<file path="config.mk">
export PLATFORM = sky130hd
export DESIGN_NAME = mem_addr_sequencer_flat
export DESIGN_NICKNAME = d
export VERILOG_FILES = /design/src/rtl/mem_addr_sequencer_if.sv /design/src/rtl/mem_addr_sequencer.sv /design/src/flat_wrapper.sv
export SDC_FILE = /design/constraint.sdc
export NUM_CORES = 1
export LEC_CHECK = 0
export BUFFER_PORTS_ARGS = -buffer_cell sky130_fd_sc_hd__buf_2
export CAP_MARGIN = 20
export CORE_UTILIZATION = 46
export DETAILED_ROUTE_END_ITERATION = 6
export GPL_ROUTABILITY_DRIVEN = 0
export PLACE_DENSITY = 0.85
export RECOVER_POWER = 25
export SYNTH_ARGS = -nofsm -noshare
export SYNTH_HDL_FRONTEND = slang
export SYNTH_SLANG_ARGS = --single-unit
</file>
<file path="constraint.sdc">
create_clock -name clk -period 1.4 [get_ports clk]
set_input_delay 0 -clock clk [delete_from_list [all_inputs] [get_ports clk]]
set_output_delay 0 -clock clk [all_outputs]
set_load 0.005 [all_outputs]
</file>
<file path="src/rtl/mem_addr_sequencer_if.sv">
// Bus bundle for the memory-address sequencer: source operands,
// exception requests and the registered address/vector-fetch results.
interface mem_addr_sequencer_if #(
  parameter int ADDR_W  = 32,
  parameter int NUM_EXC = 3
);
  localparam int CW = (NUM_EXC > 1) ? $clog2(NUM_EXC) : 1;

  logic [2:0]         sel;
  logic [ADDR_W-1:0]  pc;
  logic [ADDR_W-1:0]  a_imm;
  logic [ADDR_W-1:0]  alu_out;
  logic [NUM_EXC-1:0] exc_req;
  logic [7:0]         mem_rdata;
  logic [ADDR_W-1:0]  addr;
  logic               exc_busy;
  logic [ADDR_W-1:0]  epc;
  logic [CW-1:0]      cause;
  logic [ADDR_W-1:0]  handler_pc;
  logic               handler_valid;
  logic               sel_err;

  modport master (
    output sel, pc, a_imm, alu_out, exc_req, mem_rdata,
    input  addr, exc_busy, epc, cause,
    input  handler_pc, handler_valid, sel_err
  );

  modport slave (
    input  sel, pc, a_imm, alu_out, exc_req, mem_rdata,
    output addr, exc_busy, epc, cause,
    output handler_pc, handler_valid, sel_err
  );
endinterface

</file>
<file path="src/rtl/mem_addr_sequencer.sv">
// Registered memory-address mux with an exception-vector fetch
// sequencer that returns the handler byte as the new PC.
module mem_addr_sequencer #(
  parameter int          ADDR_W   = 32,
  parameter int          NUM_EXC  = 3,
  parameter logic [31:0] VEC_BASE = 32'h253,
  parameter int          MEM_LAT  = 1
) (
  input logic            clk,
  input logic            reset_n,
  mem_addr_sequencer_if.slave bus
);
  localparam int CW    = (NUM_EXC > 1) ? $clog2(NUM_EXC) : 1;
  localparam int CNT_W = (MEM_LAT > 1) ? $clog2(MEM_LAT) : 1;
  localparam logic [ADDR_W-1:0] VB = ADDR_W'(VEC_BASE);
  localparam logic [CNT_W-1:0] CNT_LAST = CNT_W'(MEM_LAT - 1);

  typedef enum logic [1:0] {
    S_IDLE,
    S_VEC_WAIT,
    S_DONE
  } state_t;

  state_t            r_state, w_state;
  logic [CNT_W-1:0]  r_cnt, w_cnt;
  logic [ADDR_W-1:0] r_addr, w_addr;
  logic [ADDR_W-1:0] r_epc, w_epc;
  logic [CW-1:0]     r_cause, w_cause;
  logic [ADDR_W-1:0] r_hpc, w_hpc;
  logic              r_hv, w_hv;
  logic              r_busy, w_busy;
  logic              r_sel_err, w_sel_err;

  logic [CW-1:0]     w_idx;
  logic              w_any;
  logic [ADDR_W-1:0] w_src;
  logic              w_bad;

  // Lowest set request bit wins
  always_comb begin
    w_idx = '0;
    w_any = |bus.exc_req;
    for (int i = NUM_EXC - 1; i >= 0; i--) begin
      if (bus.exc_req[i]) w_idx = CW'(i);
    end
  end

  always_comb begin
    w_src = r_addr;
    w_bad = 1'b0;
    unique case (bus.sel)
      3'd0:    w_src = bus.pc;
      3'd1:    w_src = bus.a_imm;
      3'd2:    w_src = VB;
      3'd3:    w_src = VB + ADDR_W'(1);
      3'd4:    w_src = VB + ADDR_W'(2);
      3'd5:    w_src = bus.alu_out;
      default: w_bad = 1'b1;
    endcase
  end

  always_comb begin
    w_state   = r_state;
    w_cnt     = r_cnt;
    w_addr    = r_addr;
    w_epc     = r_epc;
    w_cause   = r_cause;
    w_hpc     = r_hpc;
    w_hv      = 1'b0;
    w_busy    = r_busy;
    w_sel_err = 1'b0;
    unique case (r_state)
      S_IDLE: begin
        if (w_any) begin
          w_addr  = VB + ADDR_W'(w_idx);
          w_epc   = bus.pc;
          w_cause = w_idx;
          w_cnt   = '0;
          w_busy  = 1'b1;
          w_state = S_VEC_WAIT;
        end else begin
          w_addr    = w_src;
          w_sel_err = w_bad;
        end
      end
      S_VEC_WAIT: begin
        if (r_cnt == CNT_LAST) begin
          w_hpc   = ADDR_W'(bus.mem_rdata);
          w_hv    = 1'b1;
          w_busy  = 1'b0;
          w_state = S_DONE;
        end else begin
          w_cnt = r_cnt + CNT_W'(1);
        end
      end
      S_DONE: begin
        w_addr    = w_src;
        w_sel_err = w_bad;
        w_state   = S_IDLE;
      end
      default: w_state = S_IDLE;
    endcase
  end

  always_ff @(posedge clk) begin
    if (!reset_n) begin
      r_state   <= S_IDLE;
      r_cnt     <= '0;
      r_addr    <= '0;
      r_epc     <= '0;
      r_cause   <= '0;
      r_hpc     <= '0;
      r_hv      <= 1'b0;
      r_busy    <= 1'b0;
      r_sel_err <= 1'b0;
    end else begin
      r_state   <= w_state;
      r_cnt     <= w_cnt;
      r_addr    <= w_addr;
      r_epc     <= w_epc;
      r_cause   <= w_cause;
      r_hpc     <= w_hpc;
      r_hv      <= w_hv;
      r_busy    <= w_busy;
      r_sel_err <= w_sel_err;
    end
  end

  assign bus.addr          = r_addr;
  assign bus.exc_busy      = r_busy;
  assign bus.epc           = r_epc;
  assign bus.cause         = r_cause;
  assign bus.handler_pc    = r_hpc;
  assign bus.handler_valid = r_hv;
  assign bus.sel_err       = r_sel_err;
endmodule

</file>
<file path="src/flat_wrapper.sv">
// flat-port wrapper written by rule: the top's interface ports become plain ports
module mem_addr_sequencer_flat 
#(
  parameter int          ADDR_W   = 32,
  parameter int          NUM_EXC  = 3,
  parameter logic [31:0] VEC_BASE = 32'h253,
  parameter int          MEM_LAT  = 1
)
  (clk, reset_n, bus_sel, bus_pc, bus_a_imm, bus_alu_out, bus_exc_req, bus_mem_rdata, bus_addr, bus_exc_busy, bus_epc, bus_cause, bus_handler_pc, bus_handler_valid, bus_sel_err);
  mem_addr_sequencer_if #(.ADDR_W(ADDR_W), .NUM_EXC(NUM_EXC)) bus_i ();
  input logic clk;
  input logic reset_n;
  input wire logic [$bits(bus_i.sel)-1:0] bus_sel;
  input wire logic [$bits(bus_i.pc)-1:0] bus_pc;
  input wire logic [$bits(bus_i.a_imm)-1:0] bus_a_imm;
  input wire logic [$bits(bus_i.alu_out)-1:0] bus_alu_out;
  input wire logic [$bits(bus_i.exc_req)-1:0] bus_exc_req;
  input wire logic [$bits(bus_i.mem_rdata)-1:0] bus_mem_rdata;
  output wire logic [$bits(bus_i.addr)-1:0] bus_addr;
  output wire logic [$bits(bus_i.exc_busy)-1:0] bus_exc_busy;
  output wire logic [$bits(bus_i.epc)-1:0] bus_epc;
  output wire logic [$bits(bus_i.cause)-1:0] bus_cause;
  output wire logic [$bits(bus_i.handler_pc)-1:0] bus_handler_pc;
  output wire logic [$bits(bus_i.handler_valid)-1:0] bus_handler_valid;
  output wire logic [$bits(bus_i.sel_err)-1:0] bus_sel_err;
  assign bus_i.sel = bus_sel;
  assign bus_i.pc = bus_pc;
  assign bus_i.a_imm = bus_a_imm;
  assign bus_i.alu_out = bus_alu_out;
  assign bus_i.exc_req = bus_exc_req;
  assign bus_i.mem_rdata = bus_mem_rdata;
  assign bus_addr = bus_i.addr;
  assign bus_exc_busy = bus_i.exc_busy;
  assign bus_epc = bus_i.epc;
  assign bus_cause = bus_i.cause;
  assign bus_handler_pc = bus_i.handler_pc;
  assign bus_handler_valid = bus_i.handler_valid;
  assign bus_sel_err = bus_i.sel_err;
  mem_addr_sequencer #(.ADDR_W(ADDR_W), .NUM_EXC(NUM_EXC), .VEC_BASE(VEC_BASE), .MEM_LAT(MEM_LAT)) u_core (.clk(clk), .reset_n(reset_n), .bus(bus_i));
endmodule
</file>
; Yosys cells after proc, flatten, opt, wreduce, memory -nomap -nowiden
; Index checks and enable logic that the tools add are counted.
[op_classes]
n_addsub = 2
n_mul = 0
n_div = 0
n_lt_le_gt_ge = 0
n_eq_ne = 9
n_shift = 0
mux = 19
bitwise = 1
n_reduce_logical = 12
[ops]
columns = operator, n
row1 = case mux 32 bit (6 select lines), 1
row2 = case mux 32 bit (2 select lines), 1
row3 = two-way mux 32 bit, 1
row4 = "adder 10 x 2 -> 11 bit, first input constant", 1
row5 = two-way mux 2 bit, 5
row6 = AND reduction 2 bit, 5
row7 = two-way mux 1 bit, 7
row8 = "equality test 3 x 2 -> 1 bit, second input constant", 2
row9 = "equality test 3 bit, second input constant", 2
row10 = case mux 1 bit (2 select lines), 3
row11 = OR reduction 6 bit, 1
row12 = case mux 2 bit (2 select lines), 1
row13 = nonzero test 2 bit, 2
row14 = "equality test 3 x 1 -> 1 bit, second input constant", 1
row15 = logical NOT 3 bit, 1
row16 = AND reduction 3 bit, 1
row17 = OR reduction 3 bit, 1
row18 = "equality test 2 x 1 -> 1 bit, second input constant", 1
row19 = "equality test 2 bit, second input constant", 1
row20 = logical NOT 2 bit, 1
row21 = "inequality test 2 x 1 -> 1 bit, second input constant", 1
row22 = "inequality test 2 bit, second input constant", 1
row23 = "adder 1 bit, second input constant", 1
row24 = inverter 1 bit, 1
[totals]
register_bits = 80
latch_bits = 0
ramBits = 0
romBits = 0
in_bits = 112
output_inout_bits = 101
elab_cells = 52
memories = 0

; Longest topological paths before layout
; Gate-level depths: netlist (run 1).
[logic_depth]
ltp_word = 6
mapped_depth = 7
mapped_depth_nobuf = 5

; Worst setup path before layout (run 1)
; No wires, ideal clock.
[synth_timing]
path_type = flip-flop to flip-flop
from = register u_core.r_state[0]
to = register u_core.r_addr[11] (netlist: u_core.bus.addr[11])
setup_ns = 0.117
arrival_ns = 1.103
t_required_ns = 1.283
setup_slack_ns = 0.180
stages_incl_launch_ff = 8
path_buffers = 3
period_less_slack_ns = 1.220
path_cell_list = dfxtp_1 > buf_4 > inv_4 > nand2_1 > buf_2 > buf_2 > a22oi_1 > nor2_1
[synth_via]
elab_chain_cells = 2
word_cells_on_any_way = 4
classes_between = eq/ne: 1 / mux: 1 / reduce/logical: 2
[synth_lines]
columns = element, line
row1 = start: declaration, mem_addr_sequencer.sv:24  ; state_t r_state, w_state;
row2 = start signal: assignment, mem_addr_sequencer.sv:117  ; r_state <= w_state;
row3 = equality test 2 bit or logical NOT 2 bit (tied branches), mem_addr_sequencer.sv:72  ; unique case (r_state)
row4 = case mux 32 bit (2 select lines) or nonzero test 2 bit (tied branches), --
row5 = end signal: assignment, mem_addr_sequencer.sv:119  ; r_addr <= w_addr;
row6 = end: declaration, mem_addr_sequencer.sv:26  ; logic [ADDR_W-1:0] r_addr, w_addr;
; Several ways; a longest one is shown, not always the timed one.
; A chain may end at the register's enable or synchronous reset.

; Worst setup path after layout (run 1)
[layout_timing]
from = register u_core.r_state[0]
to = register u_core.r_epc[10] (netlist: u_core.bus.epc[10])
[layout_via]
elab_chain_cells = 2
[layout_lines]
columns = element, line
row1 = logical NOT 2 bit, mem_addr_sequencer.sv:72
row2 = AND reduction 2 bit (no source line), --
row3 = end signal: assignment, mem_addr_sequencer.sv:120  ; r_epc <= w_epc;
row4 = end: declaration, mem_addr_sequencer.sv:27  ; logic [ADDR_W-1:0] r_epc, w_epc;
; No other way between the ends.

==> impl_metrics.toml, run 1 <==
[logic_synthesis]
synth_ff_type = "dfxtp_1"
synth_warnings = 0
syn_avg_cell_area_um2 = 9.33
ys_seq_area_frac = 0.384
synthCells = 441
synth.distinct_cells = 45
synth_area_um2 = 4120
ys_ff_latch = 79
synth_edf_count = 0
ys_async_sr_fraction = 0

[floorplan]
core_um2 = 8680
die_height_um = 96.6
start_util = 0.474
dieWidth_um = 96.6
num_io_pins = 213
row_count = 34
fp.dieArea_um2 = 9330

[place]
dp_hpwl_um = 8500
io_buffers = 188
placedCellCount = 718
dpl_worst_slack_ns = -0.221

[drt]
via_per_inst = 5.24
wirelength_um = 12500
firstDrtPassIters = 5
route.detailed.drc = 0
drt_iter0_drc = 182
wl_per_cell_um = 16.0
vias = 4095
ant_nets = 0

[cts]
cts.sinks = 79
cts-root-buf = "clkbuf_8"
clk_pin_slew_worst_paths_ns = 0.09
cts_buffers = 9
h-tree-depth = 3
cts_tree = "built"
clk_latency_ns = 0.35
clk_path_buf_depth = 2

[sta]
tightest_slew_ns = 0.671
hold-worst-slack_ns = 0.00807
fin_worst_skew_ns = 0.0120
setup_viol = 0
slew_headroom = 0.552
slew_viol_final = 0
period_minus_slack_ns = 1.35
fin_crit_sh = 0.964
rsz0062_at_grt = "no"
hold_viol_final = 0
max_freq_mhz = 741
fin_ws_ns = 0.0507

[flow_run]
cap_violations = 0

[layout]
area_delta_synth_final_pct = 38.9
drive_above_1_share = 0.397
n_antenna_cell = 0
fin_nets = 781
final_common_cell = "buf_2"
final_cell_mix = "165 x buf_2, 78 x dfxtp_1, 59 x nand2_1"
final-instance-count-excl-fill = 781

[grt]
grt_usage = 0.269
grt_start_max_net_pins = 30
antenna_found_initial = 0
grt_pass1_wl_um = 18700
first_global_vias = 3985
grt_overflow = 0

[hold_path]
min_path_type = "in -> reg"

[worst_setup_path]
crit_path_end_kind = "flop"
setup.worst_path.start_class = "flop"
crit_type = "reg -> reg"
required_ns = 1.65
path_cells = "buf_4 > nor2_2 > nand2_8 > buf_12 > nand2_2 > a21boi_2"
path_max_fanout = 13
cpMaxStageDelayCell = "dfxtp_1"
critPathArrivalTime_ns = 1.60
cp_slowest_stage_delay_ns = 0.34

[pwr]
power_density_nw_per_um2 = 1000
max-vdd-ir-drop_mv = 0.517
p_leak_nw = 2.61

[run_status]
outcome = "finished, final reports clean"
area by class of cell:
class | count | area (µm²)
multi-input cells | 324 | 2190
repair buffers | 252 | 1590
clock buffers | 10 | 128
inverters | 2 | 10.0
fillers | 682 | 2960
clock inverters | 6 | 85.1
well taps | 108 | 135
flip-flops and latches | 79 | 1580
worst paths after layout:
| kind | start | endpoint | slack [ns] | cells past startpoint |
|---|---|---|---|---|
| max | u_core.r_state[0] | u_core.bus.epc[10] | 0.05 | 6 |
| min | bus_alu_out[8] | u_core.bus.addr[8] | 0.008 | 4 |
| max reg2reg | u_core.r_state[0] | u_core.bus.epc[10] | 0.05 | 6 |
| min reg2reg | u_core.bus.epc[18] | u_core.bus.epc[18] | 0.45 | 2 |
sequential cells by signal (all words and copies together) (netlist names):
| name | count |
|---|---|
| u_core.bus.addr | 32 |
| u_core.bus.cause | 2 |
| u_core.bus.epc | 32 |
| u_core.bus.exc_busy | 1 |
| u_core.bus.handler_pc | 8 |
| u_core.bus.handler_valid | 1 |
| u_core.bus.sel_err | 1 |
| u_core.r_state | 2 |
Yosys cell counts, types with 3 or more instances:
| cell | instances | area share |
|---|---|---|
| o2bb2ai_1 | 26 | 0.055 |
| a21oi_1 | 5 | 0.0061 |
| a22oi_1 | 26 | 0.047 |
| clkbuf_1 | 8 | 0.0073 |
| nand2_1 | 59 | 0.054 |
| o21ai_0 | 3 | 0.0036 |
| buf_12 | 3 | 0.015 |
| a21boi_2 | 30 | 0.082 |
| nor2_1 | 33 | 0.030 |
| mux2i_1 | 31 | 0.075 |
| a21boi_0 | 8 | 0.015 |
| and2_1 | 3 | 0.0046 |
| buf_4 | 31 | 0.057 |
| nand3_1 | 4 | 0.0049 |
| nand2_2 | 30 | 0.046 |
| a21boi_1 | 6 | 0.011 |
| buf_2 | 11 | 0.013 |
| nand2b_1 | 6 | 0.0091 |
| buf_6 | 4 | 0.011 |
| nor2b_1 | 3 | 0.0046 |
| dfxtp_1 | 79 | 0.38 |
critical path: cells and delay by family, from the launching register on:
kind            cells  cell delay [ns]
compound gates      1             0.06
buf+inv             2             0.37
flops               1             0.34
simple gates        3             0.48
cell families (layout without fill, tap and decap cells):
kind of cell,Yosys count,after routing,synth area share
other,1,24,0.000911
adder cells (fa/ha/maj),1,1,0.00304
flip-flops,79,79,0.384
AND/OR/NAND/NOR,149,149,0.179
buffers and inverters,61,270,0.107
AO/OA/AOI/OAI,118,118,0.247
multiplexers,32,32,0.0781
per-stage QoR:
| stage | cell area, µm² | utilization | setup TNS (ns) | power (mW) |
|---|---|---|---|---|
| 2_1_floorplan | 4200 | - | 0 | 3.37 |
| 3_3_place_gp | 5060 | 0.583 | -1.29 | 3.77 |
| 3_5_place_dp | 5060 | 0.583 | -4.47 | 3.82 |
| 4_1_cts | 5730 | 0.661 | 0 | 5.75 |
| 5_1_grt | 5720 | 0.659 | 0 | 6.02 |
| 6_report | 5720 | 0.659 | 0 | 5.73 |
routing by layer:
metal | track usage | vias up | share of wire
met2 | 0.499 | 189 | 0.53
met3 | 0.0548 | 32 | 0.065
li1 | - | 1944 | -
met1 | 0.282 | 1930 | 0.37
met4 | 0.147 | 0 | 0.029
met5 | 0 | - | 0
power by group:
group	total (mW)	internal, mW	switching [mW]
clock	1.84	0.999	0.839
sequential	2.50	2.40	0.0971
combinational	1.39	0.657	0.733
total	5.73	4.06	1.67
what timing repair did:
| item | in CTS | in global routing |
|---|---|---|
| gates cloned | 0 | 0 |
| setup buffers | 0 | 0 |
| hold buffers | 46 | 1 |
| hold endpoints to repair | 46 | 1 |
| setup endpoints to repair | 26 | 2 |
| resized for setup | 1 | 1 |
(Power assumes the default switching activity.)
==> inputs of run 2 (changes only) <==
Settings changed: CORE_UTILIZATION 46 to 30, CTS_BUF_LIST from default to sky130_fd_sc_hd__clkbuf_4 sky130_fd_sc_hd__clkbuf_8 sky130_fd_sc_hd__clkbuf_16, PLACE_DENSITY 0.85 to 0.61.
Clock period 1.4 ns to 1.3 ns, I/O delays scaled along.
==> run 2 against run 1 <==
  * Register-to-register slack hardly changed
  * Clock skew fell by 0.0062 ns
  * Global-route usage shrank 8.6 points
  * Critical path depth fell by 1
  * Largest cell class unchanged
  * Sequential share of layout area decreased by 1.3 points
  * Power increased by 26%
  * Clock power rose by 61%
  * Critical path type unchanged
==> impl_metrics.toml, run 2 (same netlist as run 1, synthesis figures left out) <==
[cts]
clk_pin_slew_worst_paths_ns = 0.06
cts_tree = "built"
clk_latency_ns = 0.34
clk_path_buf_depth = 2
cts.sinks = 79
cts_buffers = 9
cts-root-buf = "clkbuf_16"
cts_setup_buffers = 0
h-tree-depth = 3

[worst_setup_path]
rrSetupSlack_ns = 0.06
crit_type = "reg -> reg"
critPathArrivalTime_ns = 1.51
setup.worst_path.start_class = "flop"
worstReg2RegEnd = "u_core.bus.epc[9]"
crit_path_end_kind = "flop"
r2r-start = "u_core.r_state[0]"
reg2reg_depth = 5
required_ns = 1.57
path_max_fanout = 23

[floorplan]
core_um2 = 13300
fp.dieArea_um2 = 14200
die_height_um = 119
row_count = 42
start_util = 0.310
num_io_pins = 213
dieWidth_um = 119

[pwr]
power_mw = 7.20
clkPwrFrac = 0.413
p_switching_mw = 1.90
p_comb_frac = 0.213
power_density_nw_per_um2 = 1200
swShare = 0.264
max-vdd-ir-drop_mv = 0.822
power.internal_mw = 5.31
p_leak_nw = 2.72
seqPwrFrac = 0.374

[drt]
wirelength_um = 12900
ant_nets = 0
vias = 3991
wl_per_cell_um = 15.1
drt_iter0_drc = 184
route.detailed.drc = 0
via_per_inst = 4.68
firstDrtPassIters = 5

[sta]
setup_viol = 0
fin_crit_sh = 0.951
rsz0062_at_grt = "yes"
period_minus_slack_ns = 1.24
fin_worst_skew_ns = 0.00574
hold_viol_final = 0
slew_viol_final = 0
max_freq_mhz = 809
final.setup.tns_ns = 0
tightest_slew_ns = 0.695
slew_headroom = 0.536

[grt]
first_global_vias = 4058
grt_start_max_net_pins = 30
grt_overflow = 0
antenna_found_initial = 0
grt_pass1_wl_um = 20200
grt_usage = 0.183

[hold_path]
hold_depth = 4
min_path_type = "in -> reg"
min-delay-start = "bus_alu_out[14]"
worstHoldEndpoint = "u_core.bus.addr[14]"

[run_status]
outcome = "finished, final reports clean"

[layout]
final_common_cell = "buf_2"
n_antenna_cell = 0
fin_nets = 784
area_delta_synth_final_pct = 45.6
post-route-util = 0.451
multi_input_area_um2 = 2220
fillCellCount = 1270
final_cell_mix = "169 x buf_2, 78 x dfxtp_1, 59 x nand2_1"
drive_above_1_share = 0.420
seq_area_um2 = 1580

[place]
io_buffers = 188
dp_hpwl_um = 9140

[flow_run]
cap_violations = 0
## run 2: cell types whose count changed in the layout (fill, tap and decap cells not counted), moves of 2 or more
cell and delta:
clkbuf_16 +9, buf_4 +7, clkbuf_8 -7, dlygate4sd3_1 -5, a21boi_0 -4, a21boi_1 +4
a22oi_1 -4, a22oi_2 +4, buf_2 +4, clkbuf_1 -4, clkinvlp_4 -2
## run 2: critical path, stage by stage, from the launching register on
cell	delay, ns
dfxtp_2	0.34
buf_6	0.15
nor3_4	0.27
buf_12	0.21
nand2_1	0.09
a21boi_2	0.11
## run 2: per-stage QoR
step                setup slack, ns  std cells  hold WS (ns)  area (µm²)
CTS                        0.000115        852       0.00476        5990
global placement             -0.168        794         0.251        5200
floorplan                    0.0798        464         0.135        4200
detailed placement           -0.264        794         0.259        5200
global route                -0.0243        852        0.0233        5990
finish                       0.0643        852        0.0198        5990
## run 2: power groups by stage
stage | sequential (mW) | clock [mW] | combinational (mW)
after detailed placement | 2.74 | 0 | 1.44
final | 2.69 | 2.97 | 1.54
after CTS | 2.69 | 3.05 | 1.54
after global placement | 2.73 | 0 | 1.41
after floorplan | 2.75 | 0 | 0.888
after global routing | 2.71 | 3.16 | 1.69
## run 2: worst max-delay path by stage
stage	from	endpoint	slack [ns]
2_1_floorplan	u_core.r_state[0]	u_core.bus.addr[11]	0.08
3_3_place_gp	u_core.r_state[0]	u_core.bus.addr[14]	-0.17
3_5_place_dp	u_core.r_state[0]	u_core.bus.addr[11]	-0.26
4_1_cts	u_core.r_state[0]	u_core.bus.epc[15]	0.0001
5_1_grt	u_core.r_state[0]	u_core.bus.epc[1]	-0.02
6_report	u_core.r_state[0]	u_core.bus.epc[9]	0.06
## run 2: cell type report
| cell class | instances | area share |
|---|---|---|
| Tap cell | 176 | 0.0368 |
| Sequential cell | 79 | 0.264 |
| Clock inverter | 5 | 0.0173 |
| Clock buffer | 11 | 0.0422 |
| Inverter | 2 | 0.00167 |
| Multi-Input combinational cell | 324 | 0.370 |
| Timing Repair Buffer | 255 | 0.268 |
## run 2: what timing repair did
item                       4_1_cts  5_1_grt
resized for setup                2       11
hold endpoints to repair        42        0
gates cloned                     0        0
setup endpoints to repair       52       71
pin swaps                        0        3
hold buffers                    42        0
## run 2: per-layer routing
metal / wire (µm) / vias up / track usage
met2: 6630 / 145 / 0.331
met4: 152 / 0 / 0.0546
met3: 563 / 12 / 0.0383
met1: 5530 / 1883 / 0.216
li1: - / 1951 / -
met5: 0 / - / 0
==> inputs of run 3 (changes only) <==
Settings changed: RECOVER_POWER 25 to 50.
==> run 3 against run 2 <==
  * Die area stayed put
  * Sequential power hardly changed
  * Combinational power hardly changed
  * Critical endpoint is now u_core.bus.epc[15]
  * Utilization is 0.19 points lower
  * Critical path depth stayed put
  * Fmax is 0.11% higher
  * Worst setup slack better by 0.0014 ns
  * Via count is 0.10% lower
  * Flip-flop and latch count stayed put
  * Routed wire length is 0.10% lower
  * Hold slack worse by 0.00097 ns
==> impl_metrics.toml, run 3 (same netlist as run 1, synthesis figures left out) <==
[run_status]
outcome = "finished, final reports clean"

[drt]
wl_per_cell_um = 15.1
wirelength_um = 12900
via_per_inst = 4.68
drt_iter0_drc = 196
firstDrtPassIters = 4
vias = 3987
route.detailed.drc = 0
ant_nets = 0

[place]
dpl_worst_slack_ns = -0.264
dp_hpwl_um = 9140
io_buffers = 188

[sta]
fin_ws_ns = 0.0657
hold_viol_final = 0
slew_viol_final = 0
rsz0062_at_grt = "yes"
setup_viol = 0
slew_headroom = 0.531
fin_worst_skew_ns = 0.00560
max_freq_mhz = 810
hold-worst-slack_ns = 0.0189
period_minus_slack_ns = 1.23
tightest_slew_ns = 0.702
fin_crit_sh = 0.949

[cts]
clk_path_buf_depth = 2
cts-root-buf = "clkbuf_16"
h-tree-depth = 3
cts_setup_buffers = 0
clk_pin_slew_worst_paths_ns = 0.06
cts_buffers = 9
cts.sinks = 79
cts_tree = "built"
clk_latency_ns = 0.34

[worst_setup_path]
cp_slowest_stage_delay_ns = 0.34
reg2reg_depth = 5
crit_path_end_kind = "flop"
worstReg2RegEnd = "u_core.bus.epc[15]"
endpoint = "u_core.bus.epc[15]"
setup.worst_path.start_class = "flop"
critPathArrivalTime_ns = 1.51
required_ns = 1.57
r2r-start = "u_core.r_state[0]"
startpoint = "u_core.r_state[0]"
crit_type = "reg -> reg"
path_max_fanout = 23
cpMaxStageDelayCell = "dfxtp_2"
path_cells = "buf_6 > nor3_4 > buf_12 > nand2_1 > a21boi_2"
rrSetupSlack_ns = 0.07

[grt]
antenna_found_initial = 0
grt_start_max_net_pins = 30
grt_usage = 0.183
grt_overflow = 0
grt_pass1_wl_um = 20200
first_global_vias = 4058

[pwr]
max-vdd-ir-drop_mv = 0.823
power_density_nw_per_um2 = 1210
swShare = 0.264
clkPwrFrac = 0.413
p_leak_nw = 2.64
seqPwrFrac = 0.375
p_switching_mw = 1.90
p_comb_frac = 0.212
power.internal_mw = 5.29

[layout]
fin_nets = 784
post-route-util = 0.449
area_delta_synth_final_pct = 45.0
n_antenna_cell = 0
drive_above_1_share = 0.391
final_cell_mix = "149 x buf_2, 78 x dfxtp_1, 59 x nand2_1"
final_common_cell = "buf_2"

[floorplan]
die_height_um = 119
fp.dieArea_um2 = 14200
dieWidth_um = 119
row_count = 42
start_util = 0.310
core_um2 = 13300
num_io_pins = 213

[flow_run]
cap_violations = 0

[hold_path]
min_path_type = "in -> reg"
==> run 3: cell types whose count changed in the layout (fill, tap and decap cells not counted), sizes merged <==
cell    before  now
clkbuf      30   50
buf        194  174
==> run 3: layout make-up <==
cell class                 count  area [µm²]
timing repair buffer         255        1580
tap                          176         220
clock inverter                 5         104
sequential                    79        1580
fill                        1281        7330
inverter                       2        10.0
clock buffer                  11         253
multi-input combinational    324        2220
==> run 3: critical path: cells and delay by family (launching register included) <==
kind | cells | cell delay [ns]
and+or+nand+nor | 2 | 0.36
buffers and inverters | 2 | 0.36
AOI/OAI and AO/OA | 1 | 0.11
DFF | 1 | 0.34
==> run 3: routing by layer <==
layer | part of all wire | up-vias | GRT usage | wire length [µm]
li1 | - | 1953 | - | -
met1 | 0.42 | 1879 | 0.216 | 5450
met3 | 0.048 | 12 | 0.0383 | 620
met4 | 0.012 | 0 | 0.0546 | 150
met5 | 0 | - | 0 | 0
met2 | 0.52 | 143 | 0.331 | 6640
==> run 3: what timing repair did <==
item,4_1_cts,5_1_grt
resized for setup,2,11
gates cloned,0,0
setup endpoints to repair,52,71
endpoints found under the hold margin,42,0
pin swaps,0,3
hold buffers,42,0
==> run 3: power by group through the flow <==
stage | registers (mW) | clock network [mW] | logic, mW
finish | 2.69 | 2.97 | 1.53
global route | 2.71 | 3.16 | 1.67
detailed placement | 2.74 | 0 | 1.44
CTS | 2.69 | 3.05 | 1.54
global placement | 2.73 | 0 | 1.41
floorplan | 2.75 | 0 | 0.888
==> run 3: worst min-delay path by stage <==
stage / slack, ns / startpoint / to / cells past startpoint
floorplan: 0.13 / bus_pc[0] / u_core.bus.epc[0] / 2
global placement: 0.25 / bus_mem_rdata[6] / u_core.bus.handler_pc[6] / 3
detailed placement: 0.26 / bus_mem_rdata[2] / u_core.bus.handler_pc[2] / 3
CTS: 0.005 / bus_alu_out[30] / u_core.bus.addr[30] / 4
global route: 0.02 / bus_alu_out[17] / u_core.bus.addr[17] / 4
finish: 0.02 / bus_alu_out[14] / u_core.bus.addr[14] / 4
==> run 3: through the flow <==
step                      instances  total power [mW]  setup TNS (ns)  cell area (µm²)
after floorplan                 464              3.63               0             4200
after global placement          794              4.14           -4.42             5200
after detailed placement        794              4.18           -6.91             5200
after CTS                       852              7.28               0             5990
after global routing            852              7.55          -0.118             5970
final                           852              7.19               0             5970
